===== config.mk =====
export PLATFORM = sky130hd
export DESIGN_NAME = mem_arbiter
export DESIGN_NICKNAME = d
export VERILOG_FILES = /design/src/rtl/mem_arbiter.sv
export SDC_FILE = /design/constraint.sdc
export NUM_CORES = 1
export LEC_CHECK = 0
export CORE_AREA = 5 5 100 102
export CTS_CLUSTER_SIZE = 10
export DETAILED_ROUTE_END_ITERATION = 16
export DIE_AREA = 0 0 105 107
export PLACE_DENSITY = 0.81
export SYNTH_ARGS = -nofsm -noshare
export SYNTH_HDL_FRONTEND = slang
export SYNTH_SLANG_ARGS = --single-unit

===== constraint.sdc =====
create_clock -name clk -period 1.6 [get_ports clk]
set_clock_uncertainty 0.2 [all_clocks]
set_input_delay 0.32 -clock clk [delete_from_list [all_inputs] [get_ports clk]]
set_output_delay 0.32 -clock clk [all_outputs]
set_load 0.005 [all_outputs]

===== src/rtl/mem_arbiter.sv =====
// Two-requester memory arbiter: a CPU (read/write) and a GPU (read-only) share
// one synchronous single-port RAM with a fixed read latency of one cycle.
// The CPU has priority, but after MAXHOLD consecutive CPU grants with the GPU
// waiting, the GPU gets the next slot so it cannot starve.
module mem_arbiter #(
    parameter int N       = 32,
    parameter int AW      = 32,
    parameter int MAXHOLD = 4
) (
    input  logic          clk,
    input  logic          rst,
    input  logic          cpuReq,
    input  logic          cpuWR,
    input  logic [AW-1:0] cpuAddress,
    input  logic [N-1:0]  cpuData,
    output logic          cpuGnt,
    output logic          cpuValid,
    output logic [N-1:0]  cpuOut,
    input  logic          gpuReq,
    input  logic [AW-1:0] gpuAddress,
    output logic          gpuGnt,
    output logic          gpuValid,
    output logic [N-1:0]  gpuOut,
    output logic          memEn,
    output logic [AW-1:0] memAddress,
    output logic [N-1:0]  memData,
    input  logic [N-1:0]  memQ
);

    localparam int HW = $clog2(MAXHOLD + 1);
    localparam logic [HW-1:0] HOLD_MAX = HW'(MAXHOLD);

    // Owner of the previous cycle; selects which requester sees the RAM output.
    typedef enum logic [1:0] {
        IDLE,
        CPU_OWN,
        GPU_OWN
    } state_t;

    state_t        state, state_nxt;
    logic [HW-1:0] hold_cnt, hold_nxt;
    logic          cpu_rd_q;   // previous CPU grant was a read

    // Arbitration, owner tracking and starvation counter update.
    always_comb begin
        // NOTE: every output gets a default before any branch, so no path leaves
        // a signal unassigned and no latch is inferred.
        cpuGnt    = 1'b0;
        gpuGnt    = 1'b0;
        state_nxt = IDLE;
        hold_nxt  = hold_cnt;

        // Grants are suppressed during reset so the RAM sees no access.
        if (!rst) begin
            if (cpuReq && (!gpuReq || hold_cnt < HOLD_MAX)) begin
                cpuGnt = 1'b1;
            end else if (gpuReq) begin
                gpuGnt = 1'b1;
            end
        end

        if (cpuGnt) begin
            state_nxt = CPU_OWN;
        end else if (gpuGnt) begin
            state_nxt = GPU_OWN;
        end

        // The counter only measures how long the GPU has been kept waiting.
        if (gpuGnt || !gpuReq) begin
            hold_nxt = '0;
        end else if (cpuGnt && hold_cnt < HOLD_MAX) begin
            hold_nxt = hold_cnt + HW'(1);
        end
    end

    // RAM request mux: the granted requester drives the address; idle cycles are all-zero.
    always_comb begin
        memEn      = cpuGnt & cpuWR;
        memAddress = '0;
        memData    = '0;
        if (cpuGnt) begin
            memAddress = cpuAddress;
            memData    = cpuData;
        end else if (gpuGnt) begin
            memAddress = gpuAddress;
            memData    = cpuData;
        end
    end

    // State register; async reset discards any read still in flight.
    always_ff @(posedge clk or posedge rst) begin
        // NOTE: sequential state uses non-blocking assignments so every register
        // samples the pre-edge values regardless of statement order.
        if (rst) begin
            state    <= IDLE;
            hold_cnt <= '0;
            cpu_rd_q <= 1'b0;
        end else begin
            state    <= state_nxt;
            hold_cnt <= hold_nxt;
            cpu_rd_q <= cpuGnt & ~cpuWR;
        end
    end

    // Read completion: RAM data is steered to whoever owned the previous cycle.
    always_comb begin
        cpuValid = (state == CPU_OWN) && cpu_rd_q;
        gpuValid = (state == GPU_OWN);
        cpuOut   = cpuValid ? memQ : '0;
        gpuOut   = gpuValid ? memQ : '0;
    end

endmodule


==> results of run 1 <==
-- logic make-up after synthesis --
| logic type | count (synthesis) | share of synthesized area, % |
|---|---|---|
| simple gates | 174 | 56.12 |
| buf+inv | 30 | 8.456 |
| flops | 6 | 7.687 |
| compound gates | 37 | 27.10 |
| fa+ha+maj | 1 | 0.6405 |
-- cell usage after synthesis --
cell type	n
or4b_4	1
o32ai_1	4
a21oi_1	2
nand4bb_1	2
clkbuf_1	15
nor2b_1	2
inv_2	2
nand2b_1	64
nor3_1	3
dfrtp_1	6
buf_2	6
nor2_1	1
buf_4	2
and2_1	96
nor3b_1	1
o21ba_2	1
a21oi_2	1
a21bo_1	1
ha_1	1
and3b_1	1
nand2_1	3
buf_6	5
o32ai_2	28
-- sequential cells by signal, summed over array words and instances, names as in the netlist --
| signal | count |
|---|---|
| hold_cnt | 3 |
| cpu_rd_q | 1 |
| state | 2 |
-- layer usage --
layer | vias to the layer above | track usage, % | part of all wire (%)
li1 | 1441 | - | -
met1 | 1423 | 17.24 | 32
met2 | 168 | 38.89 | 58
met3 | 16 | 5.057 | 8.8
met4 | 0 | 4.566 | 1.6
met5 | - | 0 | 0
-- layout make-up --
class	instances	area, sq um	area share (%)
clock buffers	3	41.29	0.7146
well taps	111	138.9	2.404
repair buffers	329	3486	60.33
multi-input cells	212	1954	33.82
inverters	2	7.507	0.1299
flip-flops and latches	6	150.1	2.599
-- report_power, final --
| group | leakage [nW] | switching (mW) | internal (mW) | total (mW) |
|---|---|---|---|---|
| sequential | 0.0811 | 0.00322 | 0.158 | 0.161 |
| combinational | 2.49 | 0.398 | 0.807 | 1.21 |
| clock | 0.0216 | 0.0646 | 0.162 | 0.226 |
-- repair_timing --
item                       CTS  global route
setup endpoints to repair  134           134
resized for setup          696            94
cloned                      11             2
pin swaps                   61            27
buffers inserted            29             4
-- worst max-delay path, delay by kind of cell, from the launching register on --
| kind | cells | cell delay, ps |
|---|---|---|
| buffers and inverters | 3 | 460 |
| DFF | 1 | 400 |
| AOI/OAI and AO/OA | 2 | 360 |
-- layout by cell type, fill, tap and decap left out, types with 2 or more instances in the layout --
cell type,Yosys,final
o32ai_2,28,31
inv_2,2,2
a21oi_1,2,2
nor2b_4,0,2
nand4bb_1,2,2
and2_4,0,89
buf_4,2,13
nor3_1,3,2
clkbuf_16,0,2
dfrtp_1,6,6
buf_8,0,2
clkbuf_8,0,3
clkdlybuf4s50_1,0,129
nand2b_1,64,64
buf_12,0,9
and2_1,96,7
buf_6,5,122
nand2_1,3,3
buf_16,0,9
buf_2,6,43
-- how the worst max path moves through the flow --
stage,cells past startpoint,end,start
2_1_floorplan,4,cpuGnt,hold_cnt[2]
3_3_place_gp,5,memAddress[24],cpuReq
3_5_place_dp,5,cpuGnt,cpuReq
4_1_cts,5,memAddress[13],hold_cnt[2]
5_1_grt,5,memAddress[10],hold_cnt[2]
6_report,5,memAddress[13],hold_cnt[2]
==> reports/metrics.yaml, run 1 <==
final_layout:
  area_growth_pct: 195.8
  num-fill-cells: 722
  drive_gt1_share_pct: 60.87
  final_net_count: 688
  num_antenna_cells: 0
  final_cells: 663
  utilization_pct: 64.05
  fin_area_sq_um: 5778
outcome:
  status: "finished with violations"
  violations: "setup timing"
grt:
  grt_first_pass_wirelength_mm: 17.10
  first_global_vias: 3296
  grt_start_max_net_pins: 29
  antenna_found_initial: 0
  grt_util_all_layers_pct: 18.55
  grt_overflow: 0
clock_network:
  cts_tree: "yes"
  clock_path_buffers: 2
  clock_latency_ps: 220
  cts_buffers: 3
  clk_pin_slew_ps: 40
  htree_levels: 1
  clkSinkCount: 6
  cts-root-buf: "clkbuf_8"
  cts_hold_buf: 0
critical_path:
  crit_path_start_kind: "register"
  r2r_cells: 4
  reg2reg_from: "hold_cnt[2]"
  crit_arrival_ps: 1450
  r2r_slack_ps: 20
  r2r_end: "hold_cnt[0]"
  crit_chain: "buf_6, a21bo_4, buf_8, o32ai_2, buf_2"
  critical_path_peak_fanout: 10
  critPathSlowestCell: "dfrtp_1"
  cp-end-kind: "output pin"
  worst_ep_required_time_ps: 1080
  crit_type: "register to output pin"
  cpPeakStageDelay_ps: 400
yosys:
  yosysWarnings: 0
  synth.largest_area_cell: "and2_1"
  synth_top_area_share_pct: 30.75
  syn_avg_cell_area_sq_um: 7.875
  synth_cells: 248
  synth_area_sq_um: 1953
  synth.area.top_cells: "and2_1 31%, o32ai_2 23%, nand2b_1 20%, dfrtp_1 7.7%, buf_6 2.9%"
  syn_nets: 382
  ys_ff_latch: 6
  ys_types: 23
  yosysSeqAreaShare_pct: 7.687
place:
  placed_cell_area_sq_um: 4847
  dpl.hpwl_mm: 8.536
  pre_cts_ws_ps: -981.6
  dp.cells: 617
  portBuffers: 265
  gp_congestion: 0.8318
routing:
  antenna_left: 0
  drtIter0Drc: 92
  drt-wirelength-per-cell_um: 18.30
  drtPass1Iterations: 4
  drcViolationCount: 0
  avgViaCountPerCell: 4.597
  wl_mm: 12.13
  vias: 3048
timing:
  rsz0062_at_grt: "true"
  fin_ws_ps: -366.5
  hold_viol: 0
  drv_slew: 0
  finalCriticalPeriod_ps: 1966
  post-route-period-util_pct: 122.9
  fmax_ghz: 0.5085
  slew_headroom_pct: 85.17
  worstMarginPinSlew_ps: 222.5
  setup_viol: 133
  holdWs_ps: 130.7
  tns_ps: -34110
die:
  die_w_um: 105
  rows: 35
  start_util_pct: 21.65
  die_h_um: 107
  dieArea_sq_um: 11240
  core_sq_um: 9021
  num_io_pins: 266
min_path:
  hp-class: "input port to asynchronous set/reset pin"
pwr:
  ir_drop_uv: 158.6
  power_density_nw_per_um2: 275.6
  power_mw: 1.592
  p_leak_nw: 2.590
run:
  maxCapViolCount: 0
Note: power is estimated with default switching activity, not from simulation.
==> run 2, diff against run 1 <==
- SLEW_MARGIN: not set -> 20
==> results of run 2 <==
No change in the layout: final DEF, timing and power equal those of run 1.
